**src/rtl/mem_arbiter_pkg.sv**
```systemverilog
// mem_arbiter_pkg
//   Shared constants for the memory-request arbiter:
//   - request kind encodings carried on mc_kind
//   - the address bits that mark the I/O (UART) region
//   - default fetch line width
//   - helper that classifies an address as I/O
package mem_arbiter_pkg;

    localparam logic [1:0] KIND_FETCH = 2'd0;
    localparam logic [1:0] KIND_LOAD  = 2'd1;
    localparam logic [1:0] KIND_STORE = 2'd2;

    // addr[17:16] equal to this value selects the I/O region
    localparam logic [1:0] IO_ADDR_HI = 2'b11;

    localparam int IF_DATA_W = 128;

    function automatic logic is_io_region(input logic [1:0] addr_hi);
        return addr_hi == IO_ADDR_HI;
    endfunction

endpackage

```
**src/rtl/mem_arb_pick.sv**
```systemverilog
// mem_arb_pick
//   Combinational priority pick among the three requesters.
//   Inputs : if_req, ld_req, st_req  - pending requests
//            st_io_blocked          - store targets I/O while the UART buffer is full
//            rollback               - flush; fetch and load may not win this cycle
//            starve                 - fetch has lost enough arbitrations to win outright
//   Output : grant[2:0]             - one-hot, bit index equals the request kind
module mem_arb_pick
    import mem_arbiter_pkg::*;
(
    input  logic       if_req,
    input  logic       ld_req,
    input  logic       st_req,
    input  logic       st_io_blocked,
    input  logic       rollback,
    input  logic       starve,
    output logic [2:0] grant
);

    logic st_ok;
    logic ld_ok;
    logic if_ok;

    assign st_ok = st_req && !st_io_blocked;
    assign ld_ok = ld_req && !rollback;
    assign if_ok = if_req && !rollback;

    always_comb begin
        grant = 3'b000;
        // a starved fetch overrides the normal STORE > LOAD > FETCH order
        if (starve && if_ok) begin
            grant[KIND_FETCH] = 1'b1;
        end else if (st_ok) begin
            grant[KIND_STORE] = 1'b1;
        end else if (ld_ok) begin
            grant[KIND_LOAD] = 1'b1;
        end else if (if_ok) begin
            grant[KIND_FETCH] = 1'b1;
        end
    end

endmodule

```
**src/rtl/mem_arbiter.sv**
```systemverilog
// mem_arbiter
//   Shares the single memory-controller request port between instruction
//   fetch, loads and committed stores. The winning request is captured into a
//   one-deep holding register that drives mc_*. Speculative (fetch/load)
//   traffic is squashed on rollback; I/O stores wait while the UART is full.
//   Ports:
//     clk, rst_n (sync, active-low), rdy (global enable; low freezes all state)
//     rollback, io_buffer_full
//     if_req/if_pc  -> if_done/if_data   fetch
//     ld_req/ld_addr/ld_len -> ld_done/ld_data   load
//     st_req/st_addr/st_len/st_data -> st_done   store
//     mc_req/mc_kind/mc_addr/mc_len/mc_wdata -> controller request
//     mc_done/mc_rdata/mc_ifdata <- controller response
module mem_arbiter #(
    parameter int STARVE_MAX = 4,
    parameter int IF_DATA_W  = mem_arbiter_pkg::IF_DATA_W
) (
    input  logic                 clk,
    input  logic                 rst_n,
    input  logic                 rdy,
    input  logic                 rollback,
    input  logic                 io_buffer_full,
    input  logic                 if_req,
    input  logic [31:0]          if_pc,
    output logic                 if_done,
    output logic [IF_DATA_W-1:0] if_data,
    input  logic                 ld_req,
    input  logic [31:0]          ld_addr,
    input  logic [2:0]           ld_len,
    output logic                 ld_done,
    output logic [31:0]          ld_data,
    input  logic                 st_req,
    input  logic [31:0]          st_addr,
    input  logic [2:0]           st_len,
    input  logic [31:0]          st_data,
    output logic                 st_done,
    output logic                 mc_req,
    output logic [1:0]           mc_kind,
    output logic [31:0]          mc_addr,
    output logic [2:0]           mc_len,
    output logic [31:0]          mc_wdata,
    input  logic                 mc_done,
    input  logic [31:0]          mc_rdata,
    input  logic [IF_DATA_W-1:0] mc_ifdata
);
    import mem_arbiter_pkg::*;

    localparam logic [1:0] ST_IDLE  = 2'd0;
    localparam logic [1:0] ST_BUSY  = 2'd1;
    localparam logic [1:0] ST_DRAIN = 2'd2;
    localparam logic [1:0] ST_GAP   = 2'd3;

    localparam int              CNT_W      = $clog2(STARVE_MAX + 1);
    localparam logic [CNT_W-1:0] STARVE_LIM = CNT_W'(STARVE_MAX);

    logic [1:0]           state_q,      state_d;
    logic [CNT_W-1:0]     starve_cnt_q, starve_cnt_d;
    logic                 mc_req_q,     mc_req_d;
    logic [1:0]           mc_kind_q,    mc_kind_d;
    logic [31:0]          mc_addr_q,    mc_addr_d;
    logic [2:0]           mc_len_q,     mc_len_d;
    logic [31:0]          mc_wdata_q,   mc_wdata_d;
    logic                 if_done_q,    if_done_d;
    logic                 ld_done_q,    ld_done_d;
    logic                 st_done_q,    st_done_d;
    logic [31:0]          ld_data_q,    ld_data_d;
    logic [IF_DATA_W-1:0] if_data_q,    if_data_d;

    logic [2:0] grant;
    logic       st_io_blocked;
    logic       squash;

    assign st_io_blocked = is_io_region(st_addr[17:16]) && io_buffer_full;
    // stores are never squashed; only the speculative kinds react to rollback
    assign squash        = rollback && (mc_kind_q != KIND_STORE);

    mem_arb_pick u_pick (
        .if_req        (if_req),
        .ld_req        (ld_req),
        .st_req        (st_req),
        .st_io_blocked (st_io_blocked),
        .rollback      (rollback),
        .starve        (starve_cnt_q == STARVE_LIM),
        .grant         (grant)
    );

    always_comb begin
        state_d      = state_q;
        starve_cnt_d = starve_cnt_q;
        mc_req_d     = mc_req_q;
        mc_kind_d    = mc_kind_q;
        mc_addr_d    = mc_addr_q;
        mc_len_d     = mc_len_q;
        mc_wdata_d   = mc_wdata_q;
        if_done_d    = if_done_q;
        ld_done_d    = ld_done_q;
        st_done_d    = st_done_q;
        ld_data_d    = ld_data_q;
        if_data_d    = if_data_q;

        // with rdy low everything, including a pending done pulse, is held
        if (rdy) begin
            if_done_d = 1'b0;
            ld_done_d = 1'b0;
            st_done_d = 1'b0;

            case (state_q)
                ST_IDLE: begin
                    if (grant[KIND_STORE]) begin
                        mc_kind_d  = KIND_STORE;
                        mc_addr_d  = st_addr;
                        mc_len_d   = st_len;
                        mc_wdata_d = st_data;
                    end else if (grant[KIND_LOAD]) begin
                        mc_kind_d  = KIND_LOAD;
                        mc_addr_d  = ld_addr;
                        mc_len_d   = ld_len;
                        mc_wdata_d = '0;
                    end else if (grant[KIND_FETCH]) begin
                        mc_kind_d  = KIND_FETCH;
                        mc_addr_d  = if_pc;
                        mc_len_d   = '0;
                        mc_wdata_d = '0;
                    end
                    if (|grant) begin
                        mc_req_d = 1'b1;
                        state_d  = ST_BUSY;
                    end
                end
                ST_BUSY: begin
                    if (mc_done) begin
                        mc_req_d = 1'b0;
                        state_d  = ST_GAP;
                        if (!squash) begin
                            case (mc_kind_q)
                                KIND_FETCH: begin
                                    if_done_d = 1'b1;
                                    if_data_d = mc_ifdata;
                                end
                                KIND_LOAD: begin
                                    ld_done_d = 1'b1;
                                    ld_data_d = mc_rdata;
                                end
                                default: st_done_d = 1'b1;
                            endcase
                        end
                    end else if (squash) begin
                        // controller is already working; wait for it, drop the result
                        state_d = ST_DRAIN;
                    end
                end
                ST_DRAIN: begin
                    if (mc_done) begin
                        mc_req_d = 1'b0;
                        state_d  = ST_GAP;
                    end
                end
                ST_GAP:  state_d = ST_IDLE;
                default: state_d = ST_IDLE;
            endcase

            if (!if_req) begin
                starve_cnt_d = '0;
            end else if (state_q == ST_IDLE && grant[KIND_FETCH]) begin
                starve_cnt_d = '0;
            end else if (state_q == ST_IDLE && (|grant) && starve_cnt_q != STARVE_LIM) begin
                starve_cnt_d = starve_cnt_q + 1'b1;
            end
        end
    end

    always_ff @(posedge clk) begin
        if (!rst_n) begin
            state_q      <= ST_IDLE;
            starve_cnt_q <= '0;
            mc_req_q     <= 1'b0;
            mc_kind_q    <= '0;
            mc_addr_q    <= '0;
            mc_len_q     <= '0;
            mc_wdata_q   <= '0;
            if_done_q    <= 1'b0;
            ld_done_q    <= 1'b0;
            st_done_q    <= 1'b0;
            ld_data_q    <= '0;
            if_data_q    <= '0;
        end else begin
            state_q      <= state_d;
            starve_cnt_q <= starve_cnt_d;
            mc_req_q     <= mc_req_d;
            mc_kind_q    <= mc_kind_d;
            mc_addr_q    <= mc_addr_d;
            mc_len_q     <= mc_len_d;
            mc_wdata_q   <= mc_wdata_d;
            if_done_q    <= if_done_d;
            ld_done_q    <= ld_done_d;
            st_done_q    <= st_done_d;
            ld_data_q    <= ld_data_d;
            if_data_q    <= if_data_d;
        end
    end

    assign mc_req   = mc_req_q;
    assign mc_kind  = mc_kind_q;
    assign mc_addr  = mc_addr_q;
    assign mc_len   = mc_len_q;
    assign mc_wdata = mc_wdata_q;
    assign if_done  = if_done_q;
    assign ld_done  = ld_done_q;
    assign st_done  = st_done_q;
    assign ld_data  = ld_data_q;
    assign if_data  = if_data_q;

endmodule

```
**config.mk**
```make
export PLATFORM = sky130hd
export DESIGN_NAME = mem_arbiter
export DESIGN_NICKNAME = d
export VERILOG_FILES = /design/src/rtl/mem_arbiter_pkg.sv /design/src/rtl/mem_arb_pick.sv /design/src/rtl/mem_arbiter.sv
export SDC_FILE = /design/constraint.sdc
export NUM_CORES = 1
export LEC_CHECK = 0
export ABC_AREA = 0
export ABC_CLOCK_PERIOD_IN_PS = 2750
export BUFFER_PORTS_ARGS = -buffer_cell sky130_fd_sc_hd__buf_4
export CAP_MARGIN = 0
export CORE_AREA = 10 10 202 204
export CTS_CLUSTER_DIAMETER = 30
export DETAILED_ROUTE_END_ITERATION = 10
export DIE_AREA = 0 0 212 214
export HOLD_SLACK_MARGIN = 0.15
export SYNTH_ARGS = -nofsm -noshare
export SYNTH_HDL_FRONTEND = slang
export SYNTH_HIERARCHICAL = 1
export SYNTH_SLANG_ARGS = --single-unit
```
**constraint.sdc**
```tcl
create_clock -name clk -period 2.75 [get_ports clk]
set_clock_uncertainty 0.2 [all_clocks]
set_input_delay 0.55 -clock clk [delete_from_list [all_inputs] [get_ports clk]]
set_output_delay 0.55 -clock clk [all_outputs]
set_load 0.01 [all_outputs]
```
### After elaboration in Yosys (flattened, before gate mapping)

Index checks and enable logic that the tools add are counted.

* equality and inequality tests: 13
* div/mod/pow operators: 0
* bitwise operators: 1
* multiply operators: 0
* shifts and indexed selects: 0
* muxes and demuxes: 42
* add/sub/neg operators: 1
* order comparisons: 0
* reductions and logical operators: 24

Operators with widths (count)
* 32-bit 2-to-1 mux: 6
* 1-bit 2-to-1 mux: 19
* 2-bit 2-to-1 mux: 9
* 3-bit 2-to-1 mux: 6
* 5-bit AND reduction: 2
* 1-bit logical AND: 9
* 2-bit one-hot mux with 4 select lines: 1
* 4-bit AND reduction: 2
* 2-bit equality test, second input constant: 3
* 2-bit inequality test, second input constant: 3
* 3-bit inequality test, second input constant: 2
* 2-bit by 1-bit equality test with 1-bit output, second input constant: 2
* 2-bit logical NOT: 2
* 2-bit OR reduction: 2
* 3-bit by 1-bit adder with 3-bit output, second input constant: 1
* 3-bit equality test, second input constant: 1
* 3-bit by 1-bit inequality test with 1-bit output, second input constant: 1
* 3-bit AND reduction: 1
* 3-bit nonzero test: 1
* 3-bit OR reduction: 1
* 1-bit logical NOT: 2
* 2-bit by 1-bit inequality test with 1-bit output, second input constant: 1
* 1-bit one-hot mux with 2 select lines: 1
* 2-bit AND reduction: 1
* other kinds (2): 2

* memory bits (writable): 0
* ROM bits: 0
* bits of input ports: 303
* logic and storage cells: 93
* memories kept: 0
* bits in latches: 0
* flip-flop bits (word level): 238

### Longest topological paths before layout

Gate-level depths: netlist of the first run.

* word-level depth: 12
* gate-level depth with buffers: 12
* mapped depth without buffers: 10

### Cells and area by module

Netlist of the first run, hierarchy kept.

By module, submodules not included
* mem_arbiter: times used 1, sequential area each 4764.6 um^2, area each 9307.7 um^2, cells each 1160
* mem_arb_pick: times used 1, sequential area each 0.0 um^2, area each 58.8 um^2, cells each 7

### Worst setup path before layout of the first run

Ideal clock, no wire load.

* path type: in2reg
* start point: in io_buffer_full
* end point: reg mc_req_q (netlist: mc_req)
* arrival: 2.058 ns
* cell stages on the path: 8
* library setup time: 0.119 ns
* path slack: 0.373 ns
* data required time: 2.431 ns
* cells stage by stage: and3_1 > nor2b_1 > and4bb_1 > buf_2 > o311a_1 > buf_2 > buf_2 > o221a_1

* cells in the longest elaborated chain, start to end: 8

RTL lines
* start: declaration: RTL line mem_arbiter.sv:22 `input logic io_buffer_full,`
* 1-bit logical AND: RTL line mem_arbiter.sv:73 `assign st_io_blocked = is_io_region(st_addr[17:16]) && io_buffer_full;`
* 1-bit logical NOT: RTL line mem_arb_pick.sv:24 `assign st_ok = st_req && !st_io_blocked;`
* 1-bit logical AND: RTL line mem_arb_pick.sv:24
* 2-bit 2-to-1 mux: RTL line mem_arb_pick.sv:33 `end else if (st_ok) begin`
* 2-bit 2-to-1 mux: RTL line mem_arb_pick.sv:31 `if (starve && if_ok) begin`
* named net grant[1]: RTL line mem_arbiter.sv:69 `logic [2:0] grant;`
* 3-bit OR reduction: RTL line mem_arbiter.sv:125 `if (|grant) begin`
* 2-bit inequality test (no source line)
* 4-bit AND reduction (no source line)
* end signal: assignment: RTL line mem_arbiter.sv:189 `mc_req_q <= mc_req_d;`
* end: declaration: RTL line mem_arbiter.sv:58 `logic mc_req_q, mc_req_d;`

The timed path passes the listed nets, and every way through them passes these cells.
A chain may end at the register's enable or synchronous reset.

### Worst setup path in the final report of the first run

* start point: in st_addr[16]
* end point: reg starve_cnt_q[0]

* cells in the longest elaborated chain, start to end: 11

RTL lines
* start: declaration: RTL line mem_arbiter.sv:33 `input logic [31:0] st_addr,`
* 2-bit equality test (*): RTL line mem_arbiter_pkg.sv:19 `return addr_hi == IO_ADDR_HI;`
* 1-bit logical AND (*): RTL line mem_arbiter.sv:73
* named net st_io_blocked: RTL line mem_arbiter.sv:70 `logic st_io_blocked;`
* 1-bit logical NOT (*): RTL line mem_arb_pick.sv:24
* 1-bit logical AND (*): RTL line mem_arb_pick.sv:24
* 2-bit 2-to-1 mux (*): RTL line mem_arb_pick.sv:33
* 1-bit 2-to-1 mux (*): RTL line mem_arb_pick.sv:31
* named net grant[0]: RTL line mem_arbiter.sv:69
* 3-bit OR reduction: RTL line mem_arbiter.sv:166 `end else if (state_q == ST_IDLE && (|grant) && starve_cnt_q != STARVE_LIM) begin`
* 1-bit logical AND (2 in a row): RTL line mem_arbiter.sv:166
* 3-bit by 1-bit inequality test with 1-bit output (no source line)
* 2-bit AND reduction (no source line)
* end signal: assignment: RTL line mem_arbiter.sv:188 `starve_cnt_q <= starve_cnt_d;`
* end: declaration: RTL line mem_arbiter.sv:57 `logic [CNT_W-1:0] starve_cnt_q, starve_cnt_d;`

The timed path passes the listed nets; every way through them passes the cells marked *.

==> results.md, run 1 <==
Synth:
- The synthesized netlist devotes 0.668% of its cell area to adder and majority cells.
- The synthesized instance count is 1167.
- Summing the sequential cell areas from Yosys gives 50.9% of the chip area.
- The count of flip-flops with a built-in enable after synthesis is 0.
- After synthesis the netlist holds a flip-flop and latch count of 238.
- The async set-or-reset flop fraction in the synthesized netlist is 0%.
- The post-synthesis cell type count is 41.
- After synthesis the cells add up to 9370 um2.
- sky130_fd_sc_hd__dfxtp_1 takes more of the synthesized area than any other cell.
- The number of warnings printed during yosys synthesis is 6.
- Summing the areas of all and, or, nand and nor instances in the mapped netlist gives 23.6% of the synthesized area.
- Ranked by total cell area, the synthesized netlist is headed by sky130_fd_sc_hd__dfxtp_1 51%, sky130_fd_sc_hd__nand3_1 12%, sky130_fd_sc_hd__o21ai_0 10%.
- Summing the areas of all compound-gate instances in the mapped netlist gives 15.6% of the synthesized area.
- The area share of the leading cell type in the synthesized netlist is 50.9%.
- The total nets after synthesis is 1475.
- The largest family of logic cells by synthesized area is simple AND/OR/NAND/NOR gates.
- The most used flip-flop cell after synthesis is sky130_fd_sc_hd__dfxtp_1.
- Averaged over all synthesized cells, the footprint is 8.03 um2.
- Measured against the total synthesized area, the mux share comes to 3.53%.
- The synthesized-area fraction occupied by xor and xnor cells is 0%.

Pwr:
- The power density over cell area is 696 nW/um2.
- The internal portion of the total power is 10.1 mW.
- Combinational logic is responsible for 11.4% of the overall power.
- The switching power as a share of total power is 22.8%.
- Per report_power, the clock group accounts for 60.8% of the total.
- The net switching power of the design is 2.97 mW.
- The sequential power share is 27.8%.
- Across the VDD grid, the largest voltage drop is 0.499 mV.
- The standby leakage power is 8.22 nW.

Die:
- In this run the vertical extent of the chip is 214 um.
- The effective utilization at floorplan is 25.3%.
- The width of the die is 212 um.
- The number of standard-cell rows in the floorplan is 71.
- The boundary pin count is 536.
- The core region is 37000 um2.
- The floorplan step defined a die boundary enclosing 45400 um2.

Clock tree:
- Counting every sink on the clock net gives 238.
- The maximum buffer depth of the clock tree is 3.
- The number of setup buffers added after CTS is 0.
- The root cell of the clock tree is sky130_fd_sc_hd__clkbuf_16.
- The clock slew seen by the registers of the worst setup and hold paths is 40 ps.
- The clock insertion delay at the later pin of the skew report is 580 ps.
- The number of buffers created by CTS is 59.
- The number of levels in the clock H-tree is 2.
- TritonCTS built the clock tree.

STA:
- The worst pin sits at a relative slew slack of 60.3%.
- The hold violation count in the final report came to 0.
- The fmax is 0.379 GHz.
- Summed over all failing endpoints, the final setup total negative slack is 0 ps.
- The count of pins over their slew limit came to 0.
- Of the available clock period, the critical path in the final layout requires 95.9%.
- The worst-case setup margin in the final layout is 113 ps.
- Final hold analysis gives a worst-case slack of 176 ps.
- The shortest period the worst path allows is 2640 ps.
- Setup repair after global routing left no endpoint under its margin.
- The final count of negative-setup-slack endpoints is 0.
- For the pin with the worst max-slew slack, the measured transition is 593 ps.

Worst setup path:
- The worst register-to-register path ends at starve_cnt_q[0].
- At the worst endpoint, the arrival time is 2940 ps.
- For flop-to-flop paths, the worst setup slack is 200 ps.
- For the worst flop-to-flop path, the logic depth is 10.
- The critical path launch point type is an input port.
- Among all stages on the critical path, the largest delay is contributed by sky130_fd_sc_hd__nor4b_2.
- The critical path class is in -> reg.
- The signal on the critical path passes through dlygate4sd3_1, buf_4, and3_1, nor3b_1, nor4b_2, o311a_1, buf_12, nand3_1, o22ai_1.
- The worst flop-to-flop path startpoint is starve_cnt_q[0].
- Data on the critical path is required at its endpoint by 3050 ps.
- The delay of the slowest cell on the worst path is 560 ps.
- The nature of the critical path endpoint is a register.
- The highest fanout seen on the critical path is 41.
- The logic depth of the worst setup path including buffers is 9.
- In this design, the largest share of critical-path delay is due to simple AND/OR/NAND/NOR gates.
- Counting both buffers and inverters, the worst setup path holds a total of 3.

Min path:
- The worst hold path was traced through 5 stages.
- The startpoint of the tightest hold check path is ld_addr[0].
- The end of the worst hold path is mc_addr[0].
- The tightest min-delay check is of the in -> reg type.

Routing:
- The antenna violation net count after detailed routing is 0.
- Detailed routing inserted a total of 11194 vias.
- The number of iterations in the first detailed-routing pass is 5.
- The residual DRC count is 0.
- The via density per instance is 4.56.
- In this run, the number of DRC markers left after iteration 0 of detailed routing was 596.
- The post-detailed-routing wire length is 42.5 mm.
- The detailed-route wire length per cell is 17.3 um.

GRT:
- The initial antenna violation count is 2.
- The number of global-route vias before repair came to 11792.
- The maximum number of pins on one net before global-route repair is 66.
- The overall global routing resource usage is 17.8%.
- The first global-routing pass estimated 65.4 mm of wire.
- The overflow left after global routing is 0.

Placed design:
- Input and output buffers added on the ports amount to 535.
- The final weighted congestion in routability-driven placement is 0.806.
- The detailed placement HPWL is 29.6 mm.
- Prior to clock tree synthesis, the placed netlist has a worst setup slack of 121 ps.

Finish:
- The synthesis-to-finish area growth is 99.9%.
- The total number of nets in the final design is 2238.
- The post-route netlist has 34.6% of its cells at a drive strength greater than 1.

Run:
- The count of max-cap constraint violations is 0.

Run status:
- The flow ran to the end, and the final reports show no timing, DRC or antenna violations.
cell type report:
class / count / area (um2)
antenna: 1 / 2.50
clock buffer: 70 / 1610
clock inverter: 40 / 692
fill: 3233 / 18300
inverter: 10 / 37.5
multi-input combinational: 809 / 4090
sequential: 238 / 4760
tap: 474 / 593
timing repair buffer: 812 / 6940
placed cells by master, fill, tap and decap left out, types with 2 or more instances in the layout:
master	count
sky130_fd_sc_hd__a21oi_1	70
sky130_fd_sc_hd__a221oi_1	3
sky130_fd_sc_hd__buf_12	18
sky130_fd_sc_hd__buf_4	550
sky130_fd_sc_hd__bufinv_16	16
sky130_fd_sc_hd__clkbuf_1	2
sky130_fd_sc_hd__clkbuf_16	59
sky130_fd_sc_hd__clkbuf_8	9
sky130_fd_sc_hd__clkinv_2	5
sky130_fd_sc_hd__clkinv_4	4
sky130_fd_sc_hd__clkinvlp_4	7
sky130_fd_sc_hd__dfxtp_1	238
sky130_fd_sc_hd__dlygate4sd3_1	243
sky130_fd_sc_hd__ha_1	5
sky130_fd_sc_hd__inv_1	9
sky130_fd_sc_hd__inv_6	6
sky130_fd_sc_hd__mux2i_1	33
sky130_fd_sc_hd__nand2_1	211
sky130_fd_sc_hd__nand3_1	228
sky130_fd_sc_hd__nand4_1	2
sky130_fd_sc_hd__nor2_1	38
sky130_fd_sc_hd__nor2b_1	3
sky130_fd_sc_hd__nor3_1	3
sky130_fd_sc_hd__o21ai_0	190
sky130_fd_sc_hd__o21ai_1	2
sky130_fd_sc_hd__o22ai_1	2
power groups by stage:
stage | Clock [mW] | Sequential [mW] | Combinational, mW
2_1_floorplan | 0 | 3.72 | 0.439
3_3_place_gp | 0 | 3.68 | 1.16
3_5_place_dp | 0 | 3.68 | 1.17
4_1_cts | 8.04 | 3.62 | 1.47
5_1_grt | 8.23 | 3.63 | 1.60
6_report | 7.93 | 3.62 | 1.48
synthesized netlist by cell type (2+ instances only):
master and count:
sky130_fd_sc_hd__dfxtp_1 238, sky130_fd_sc_hd__nand3_1 228, sky130_fd_sc_hd__nand2_1 211, sky130_fd_sc_hd__o21ai_0 190, sky130_fd_sc_hd__a21oi_1 70, sky130_fd_sc_hd__clkbuf_1 59, sky130_fd_sc_hd__nor2_1 38, sky130_fd_sc_hd__mux2i_1 33
sky130_fd_sc_hd__buf_2 21, sky130_fd_sc_hd__buf_1 13, sky130_fd_sc_hd__buf_4 13, sky130_fd_sc_hd__inv_1 9, sky130_fd_sc_hd__ha_1 5, sky130_fd_sc_hd__a221oi_1 3, sky130_fd_sc_hd__clkbuf_2 3, sky130_fd_sc_hd__nor2b_1 3
sky130_fd_sc_hd__nor3_1 3, sky130_fd_sc_hd__nand4_1 2, sky130_fd_sc_hd__o21ai_1 2, sky130_fd_sc_hd__o22ai_1 2
worst max-delay path by stage:
stage                 endpoint  slack (ps)            from
2_1_floorplan           mc_req         370  io_buffer_full
3_3_place_gp        state_q[0]         150     st_addr[16]
3_5_place_dp   starve_cnt_q[2]         120     st_addr[16]
4_1_cts        starve_cnt_q[2]         190     st_addr[16]
5_1_grt        starve_cnt_q[0]           5     st_addr[16]
6_report       starve_cnt_q[0]         110     st_addr[16]
routing by layer:
layer  vias to the layer above  global-route usage, %  part of all wire (%)
met3                       100                   7.02                   9.3
li1                       5569                      -                     -
met1                      5048                   18.7                    38
met5                         -                      0                 0.016
met4                         2                   8.68                   4.1
met2                       475                   30.5                    49
registers in the layout (all words and copies together), names as in the netlist, 2 cells and up:
signal	flops
starve_cnt_q	3
ld_data	32
mc_kind	2
mc_addr	32
state_q	2
if_data	128
mc_wdata	32
mc_len	3
worst min-delay path, cell delays in order:
cell and delay, ps:
sky130_fd_sc_hd__buf_4 80, sky130_fd_sc_hd__mux2i_1 50, sky130_fd_sc_hd__nor2_1 80, sky130_fd_sc_hd__a21oi_1 40, sky130_fd_sc_hd__o21ai_0 120
kinds of logic (layout without fill, tap and decap cells):
kind of cell,after synthesis,after routing
mux,33,33
compound gates,277,277
fa+ha+maj,5,5
flops,238,238
buf+inv,120,932
simple gates,494,494
other cells,0,1
metrics by stage:
stage	instance area [um2]	utilization, %	std cells	power [mW]
after global routing	18700	50.5	2454	13.5
after floorplan	9370	-	1167	4.16
after detailed placement	14000	37.7	2100	4.85
after CTS	18700	50.5	2453	13.1
after global placement	14000	37.7	2100	4.84
final	18700	50.5	2454	13.0
timing repair:
item | in CTS | in global routing
resized for setup | 0 | 1
hold buffers | 243 | 0
setup endpoints to repair | 0 | 1
endpoints found under the hold margin | 229 | 0
No activity file was read; power rests on OpenSTA's default activity.
==> run 2: changes to the inputs <==
Settings changed: PLACE_DENSITY set to 0.6, RECOVER_POWER set to 100.
==> results.md, run 2 (synthesis gave the netlist of run 1 again) <==
STA:
- The final count of negative-setup-slack endpoints is 0 (unchanged).
- The slew at the pin closest to its max-slew limit was 1080 ps (+485 ps).
- The count of pins over their slew limit came to 0 (unchanged).
- The shortest period the worst path allows is 2640 ps (+0.975 ps).
- The sum of negative setup slack is 0 ps (unchanged).
- The smallest hold slack came to 179 ps (+2.35 ps).
- The tightest slew margin relative to the limit is 28.1% (-32 points).
- The fmax was 0.379 GHz (about the same).
- The hold violation count in the final report is 0 (unchanged).
- Setup repair after global routing left no endpoint under its margin.
- The share of the cycle needed by the critical path after routing came to 95.9% (about the same).
- The worst-case setup margin in the final layout is 112 ps (-0.975 ps).

Worst setup path:
- Grouping stages by cell kind, the critical path spends the most delay in buffers and inverters.
- The endpoint identified for the worst register-to-register timing path is starve_cnt_q[2].
- The logic depth of the worst setup path including buffers is 10 (+1).
- The signal on the critical path passes through dlygate4sd3_1, buf_4, and3_1, nor2b_1, and4bb_2, o311ai_4, buf_12, buf_6, nand2_1, a21oi_1.
- The launching instance or port of the critical path is st_addr[16].
- The slack of the worst reg-to-reg path came to 210 ps (about the same).
- The delay of the slowest cell on the worst path is 540 ps (-20 ps).
- The nature of the critical path endpoint is a register.
- The worst setup path is launched from an input port.
- The worst register-to-register path begins at starve_cnt_q[0].
- The largest individual stage delay along the critical path comes from the cell sky130_fd_sc_hd__dlygate4sd3_1.
- The critical path data required time came to 3060 ps (about the same).
- The critical path ends at mc_wdata[22].
- The buffer and inverter count on the worst path is 4 (+1).
- The highest fanout seen on the critical path is 20 (-51%).
- The number of cells on the worst reg-to-reg path was 11 (+1).
- The arrival time at the worst endpoint is 2950 ps (about the same).
- The worst setup path is of the in -> reg kind.

Clock tree:
- The maximum buffer depth of the clock tree was 3 (unchanged).
- The clock insertion delay at the later pin of the skew report is 580 ps (about the same).
- The setup fix buffers added after clock tree synthesis is 0 (unchanged).
- The tree is rooted in a sky130_fd_sc_hd__clkbuf_16.
- The clock slew seen by the registers of the worst setup and hold paths is 50 ps (about the same).
- The total clock sinks was 238 (unchanged).
- The number of levels in the clock H-tree is 2 (unchanged).
- TritonCTS built the clock tree.
- The number of buffers created by CTS is 59 (unchanged).

Routing:
- The antenna violation net count after detailed routing is 0 (unchanged).
- The post-detailed-routing wire length is 42.7 mm (+0.42%).
- The total via count after detailed routing is 11242 (+0.43%).
- The residual DRC count is 0 (unchanged).
- The via density per instance is 4.58 (+0.43%).
- The number of DRC violations after detailed-routing iteration 0 came to 679 (+14%).
- The detailed-route wire length per cell came to 17.4 um (+0.42%).
- The number of iterations in the first detailed-routing pass is 6 (+1).

Run status:
- The flow ran to the end, and the final reports show no timing, DRC or antenna violations.

Die:
- The boundary pin count is 536 (unchanged).
- The y dimension of the die is 214 um (unchanged).
- The effective utilization at floorplan is 25.3% (unchanged).
- The floorplan die area is 45400 um2 (unchanged).
- The width of the die is 212 um (unchanged).
- The number of standard-cell rows in the floorplan was 71 (unchanged).
- The placeable core region is 37000 um2 (unchanged).

Finish:
- The synthesis-to-finish area growth is 89.5%.
- The fraction of layout instances using a drive strength above 1 is 22.5% (-12 points).
- Leaving out fill and tap cells, the most frequent cell in the layout is sky130_fd_sc_hd__buf_4.
- Leaving out fill and tap cells, the most frequent cells in the layout are 310 x sky130_fd_sc_hd__buf_4, 243 x sky130_fd_sc_hd__dlygate4sd3_1, 240 x sky130_fd_sc_hd__clkbuf_1.
- The total number of nets in the final design is 2238 (unchanged).
- The cell area after layout is 17800 um2 (-5.2%).
- The number of flip-flops under the largest register name is 128 (unchanged).

GRT:
- The overall global routing resource usage is 17.8% (unchanged).
- The number of global-route vias before repair was 11792 (unchanged).
- The global-route wire length before repair is 65.4 mm (unchanged).
- The overflow left after global routing was 0 (unchanged).
- The maximum number of pins on one net before global-route repair is 66 (unchanged).
- The initial antenna violation count is 2 (unchanged).

Placed design:
- The number of buffers added on ports is 535 (unchanged).
- The cell area reported after detailed placement is 14000 um2 (unchanged).
- The post-placement worst setup slack is 121 ps (unchanged).
- The final weighted congestion in routability-driven placement was 0.806 (unchanged).
- The detailed placement HPWL is 29.6 mm (unchanged).

Min path:
- In this run the worst hold path is classified as in -> reg.

Pwr:
- The power density over cell area is 729 nW/um2 (+4.7%).
- The worst IR drop on VDD was 0.497 mV (-0.45%).
- The standby leakage power is 7.18 nW (-13%).

Run:
- The count of max-cap constraint violations is 0 (unchanged).
==> run 2: area by class of cell <==
class	instances	area (um2)
Multi-Input combinational cell	809	4080
Antenna cell	1	2.50
Clock buffer	70	1610
Tap cell	474	593
Sequential cell	238	4760
Timing Repair Buffer	812	5970
Inverter	10	37.5
Clock inverter	40	692
Fill cell	3535	19300
==> run 2: through the flow <==
step	utilization (%)	power, mW	std cells
5_1_grt	47.9	13.4	2454
3_5_place_dp	37.7	4.85	2100
4_1_cts	50.5	13.1	2453
2_1_floorplan	-	4.16	1167
6_report	47.9	12.9	2454
3_3_place_gp	37.7	4.84	2100
==> run 2: how the worst min path moves through the flow <==
stage	from	to	slack, ps	cells past startpoint
global route	if_pc[19]	mc_addr[19]	180	5
CTS	ld_addr[18]	mc_addr[18]	150	5
global placement	mc_wdata[9]	mc_wdata[9]	240	2
floorplan	state_q[1]	state_q[1]	250	2
detailed placement	mc_wdata[18]	mc_wdata[18]	240	2
finish	ld_addr[0]	mc_addr[0]	180	5
==> run 2: power by group <==
| part | internal [mW] | switching [mW] | total (mW) | leakage, nW |
|---|---|---|---|---|
| Clock | 5.67 | 2.25 | 7.92 | 1.10 |
| Sequential | 3.56 | 0.0576 | 3.62 | 1.92 |
| Combinational | 0.741 | 0.650 | 1.39 | 4.15 |
==> run 2: layer usage <==
metal / wire [um] / GRT usage, % / vias up / share of wire, %
met3: 3980 / 7.02 / 101 / 9.3
met2: 20900 / 30.5 / 497 / 49
met5: 7 / 0 / - / 0.016
met1: 16100 / 18.7 / 5069 / 38
met4: 1690 / 8.68 / 2 / 4.0
li1: - / - / 5573 / -
==> run 2: worst reg2reg max path, stage by stage (launching register included) <==
cell and delay (ps):
sky130_fd_sc_hd__dfxtp_1 320, sky130_fd_sc_hd__inv_1 80, sky130_fd_sc_hd__ha_1 140, sky130_fd_sc_hd__nand2_1 80, sky130_fd_sc_hd__inv_1 140, sky130_fd_sc_hd__nor3b_1 90
sky130_fd_sc_hd__nor4b_2 560, sky130_fd_sc_hd__o311a_1 300, sky130_fd_sc_hd__buf_12 230, sky130_fd_sc_hd__nand3_1 100, sky130_fd_sc_hd__nand3_1 80, sky130_fd_sc_hd__a31oi_1 80
==> run 2: what timing repair did <==
item                                   4_1_cts  5_1_grt
gates resized for setup                      0        1
setup endpoints to repair                    0        1
endpoints found under the hold margin      229        0
hold buffers                               243        0
==> run 3: changes to the inputs <==
Settings changed: ABC_AREA 0 to 1, BUFFER_PORTS_ARGS -buffer_cell sky130_fd_sc_hd__buf_4 to -buffer_cell sky130_fd_sc_hd__buf_2.
==> results.md, run 3 <==
Placed design:
- The final weighted congestion in routability-driven placement is 0.853 (+5.9%).
- The number of buffers added on ports is 535 (unchanged).
- The placed cell count is 2210 (+5.2%).
- The detailed placement HPWL is 31.4 mm (+6.2%).

Worst setup path:
- The highest fanout seen on the critical path came to 44 (+120%).
- The critical path data required time was 3020 ps (-40 ps).
- The nature of the critical path endpoint is a register.
- The arrival time at the worst endpoint came to 2890 ps (-60 ps).
- The critical path launch point type is an input port.
- Traced cell by cell, the critical path runs through dlygate4sd3_1, buf_2, nand3_2, nand2_1, inv_2, inv_2, buf_12, or2_2, a21oi_1, dlygate4sd3_1, nor2_1.
- The delay of the slowest cell on the worst path is 580 ps (+40 ps).
- The critical path's slowest cell is sky130_fd_sc_hd__dlygate4sd3_1.
- The critical path is of the in -> reg type.

Routing:
- The topmost layer with routed signal wires is met4.
- The number of iterations in the first detailed-routing pass was 6 (unchanged).
- The residual DRC count is 0 (unchanged).
- The post-detailed-routing wire length is 46.5 mm (+8.9%).
- The via density per instance is 4.63 (+1.2%).
- The antenna violation net count after detailed routing is 0 (unchanged).
- The number of DRC violations after detailed-routing iteration 0 came to 1015 (+49%).
- The detailed-route wire length per cell was 18.1 um (+3.8%).
- The total via count after detailed routing is 11928 (+6.1%).
- The routed length on met3 is 5.52 mm (+39%).
- The routed length on met1 is 16.4 mm (+1.5%).
- The met2 wire length is 22.2 mm (+6.6%).

Die:
- The y dimension of the die came to 214 um (unchanged).
- The number of standard-cell rows in the floorplan came to 71 (unchanged).
- The boundary pin count was 536 (unchanged).
- The width of the die is 212 um (unchanged).
- The placeable core region was 37000 um2 (unchanged).
- The floorplan die area came to 45400 um2 (unchanged).
- The effective utilization at floorplan is 25.3% (unchanged).

Finish:
- The final core utilization is 45.7% (-2.2 points).
- The sequential standard cell area was 4770 um2 (about the same).
- The total of fill cells in the finished design is 3589 (+1.5%).
- The total number of nets in the final design is 2361 (+5.5%).
- The multi-input combinational cell area is 4000 um2 (-1.9%).
- The most common cell after layout, fill and taps aside is sky130_fd_sc_hd__nor2_1.
- The top cell types in the final layout, fill and taps aside, are 373 x sky130_fd_sc_hd__nor2_1, 301 x sky130_fd_sc_hd__buf_2, 254 x sky130_fd_sc_hd__dlygate4sd3_1.
- The final instance count without filler cells is 2574 (+4.9%).
- The fraction of layout instances using a drive strength above 1 came to 23.1% (+0.62 points).
- The number of flip-flops under the largest register name was 128 (unchanged).
- The synthesis-to-finish area growth is 80.8%.

Min path:
- The class of the tightest hold or removal check is in -> reg.

Clock tree:
- The setup fix buffers added after clock tree synthesis is 0 (unchanged).
- TritonCTS built the clock tree.
- The root cell of the clock tree is sky130_fd_sc_hd__clkbuf_16.
- The number of levels in the clock H-tree is 2 (unchanged).
- The clock slew seen by the registers of the worst setup and hold paths is 50 ps (about the same).
- The clock insertion delay at the later pin of the skew report is 590 ps (about the same).
- The maximum buffer depth of the clock tree is 3 (unchanged).
- The total clock sinks is 238 (unchanged).
- The number of buffers created by CTS came to 58 (-1.7%).

STA:
- The tightest slew margin relative to the limit is 55.7% (+28 points).
- The shortest period the worst path allows came to 2620 ps (-14.2 ps).
- The hold violation count in the final report came to 0 (unchanged).
- The share of the cycle needed by the critical path after routing was 95.4% (-0.52 points).
- The count of pins over their slew limit is 0 (unchanged).
- The slew at the pin closest to its max-slew limit came to 665 ps (-414 ps).
- The smallest hold slack is 161 ps (-18.1 ps).
- The fmax is 0.381 GHz (+0.54%).
- The final count of negative-setup-slack endpoints is 0 (unchanged).

Synth:
- The async set-or-reset flop fraction in the synthesized netlist is 0% (unchanged).
- The mapped cell area was 9370 um2 (unchanged).
- The area share of the leading cell type in the synthesized netlist came to 50.9% (unchanged).
- The per-instance average area after synthesis is 7.42 um2 (-7.5%).
- The number of warnings printed during yosys synthesis is 6 (unchanged).
- The commonest cells after synthesis are 373 x sky130_fd_sc_hd__nor2_1, 238 x sky130_fd_sc_hd__dfxtp_1, 149 x sky130_fd_sc_hd__o21ai_0, 142 x sky130_fd_sc_hd__nand2_1, 75 x sky130_fd_sc_hd__nand3_1.
- The synthesized instance count is 1262 (+8.1%).
- The most frequently used cell type in the post-synthesis netlist is sky130_fd_sc_hd__nor2_1.
- The count of flip-flops with a built-in enable after synthesis came to 0 (unchanged).
- The flop and latch count out of synthesis is 238 (unchanged).
- The most used flip-flop cell after synthesis is sky130_fd_sc_hd__dfxtp_1.
- The post-synthesis cell type count came to 22 (-46%).
- Summed over all instances, the cell type with the most area after synthesis is sky130_fd_sc_hd__dfxtp_1.
- Yosys attributes the largest share of cell area to sky130_fd_sc_hd__dfxtp_1 51%, sky130_fd_sc_hd__nor2_1 15%, sky130_fd_sc_hd__o21ai_0 8.0%.
- The sequential fraction of the synthesis area is 50.9% (unchanged).
- The total nets after synthesis came to 1570 (+6.4%).

GRT:
- The overflow left after global routing was 0 (unchanged).
- The overall global routing resource usage is 19.3% (+1.5 points).
- The maximum number of pins on one net before global-route repair is 79 (+20%).
- The initial antenna violation count is 1 (-1).
- The global-route wire length before repair was 69.6 mm (+6.4%).
- The number of global-route vias before repair is 12282 (+4.2%).

Pwr:
- The worst IR drop on VDD is 0.604 mV (+21%).
- The total chip power is 12.5 mW (-3.4%).
- The power density over cell area came to 738 nW/um2 (+1.3%).
- The standby leakage power came to 7.21 nW (+0.45%).

Run:
- The count of max-cap constraint violations is 0 (unchanged).

Run status:
- The run finished with clean final reports.
==> run 3: cell count changes in the layout (fill, tap and decap cells not counted), sizes merged, moves of 4 or more <==
| cell | previous run | this run |
|---|---|---|
| nor2 | 38 | 374 |
| nand3 | 228 | 77 |
| nand2 | 211 | 144 |
| mux2i | 33 | 0 |
| or2 | 0 | 32 |
| inv | 15 | 28 |
| dlygate4sd3 | 243 | 254 |
| buf | 326 | 332 |
| bufinv | 16 | 11 |
| a21oi | 70 | 74 |
| clkinv | 12 | 16 |
==> run 3: worst max-delay path: cells and delay by family <==
family          cells  cell delay (ps)
compound gates      1              170
simple gates        4              510
buf+inv             6             1630
==> run 3: cell type report <==
| type | count | share of cell area [%] |
|---|---|---|
| Inverter | 26 | 0.606 |
| Tap cell | 474 | 3.50 |
| Multi-Input combinational cell | 905 | 23.6 |
| Antenna cell | 1 | 0.0148 |
| Timing Repair Buffer | 824 | 31.5 |
| Clock inverter | 33 | 2.96 |
| Sequential cell | 238 | 28.1 |
| Clock buffer | 73 | 9.61 |
==> run 3: what timing repair did <==
action | CTS | global route
endpoints found under the hold margin | 228 | 0
setup endpoints to repair | 0 | 30
hold buffers | 256 | 0
resized for setup | 0 | 11
==> run 3: report_power, final <==
part           internal [mW]  leakage [nW]  total [mW]  switching (mW)
registers               3.60          1.93        3.69          0.0849
clock network           5.18          1.05        7.36            2.18
logic                  0.691          4.23        1.44           0.753
==> run 3: kinds of logic after synthesis <==
family,synth area share (%)
AOI/OAI and AO/OA,14.3
and+or+nand+nor,27.6
DFF,50.9
adders and majority gates,0.668
buffers and inverters,6.51
==> run 3: stage by stage <==
stage / TNS [ps] / instance area (um2) / worst slack, ps
floorplan: 0 / 9370 / 705
global placement: 0 / 12500 / 335
detailed placement: 0 / 12500 / 281
CTS: 0 / 17200 / 77.1
global route: -6.63 / 16900 / -4.75
finish: 0 / 16900 / 126
==> run 3: worst paths after layout <==
check / from / endpoint / slack, ps / depth (start not counted)
setup / recovery: if_req / mc_addr[31] / 130 / 11
setup reg to reg: starve_cnt_q[0] / mc_addr[31] / 140 / 13
hold reg to reg: ld_done / ld_done / 270 / 2
hold / removal: if_pc[25] / mc_addr[25] / 160 / 5
==> run 3: routing by layer <==
layer	vias to the layer above	track usage, %
met5	-	0
met4	0	10.7
met3	131	8.20
met2	689	32.9
met1	5427	19.4
li1	5681	-
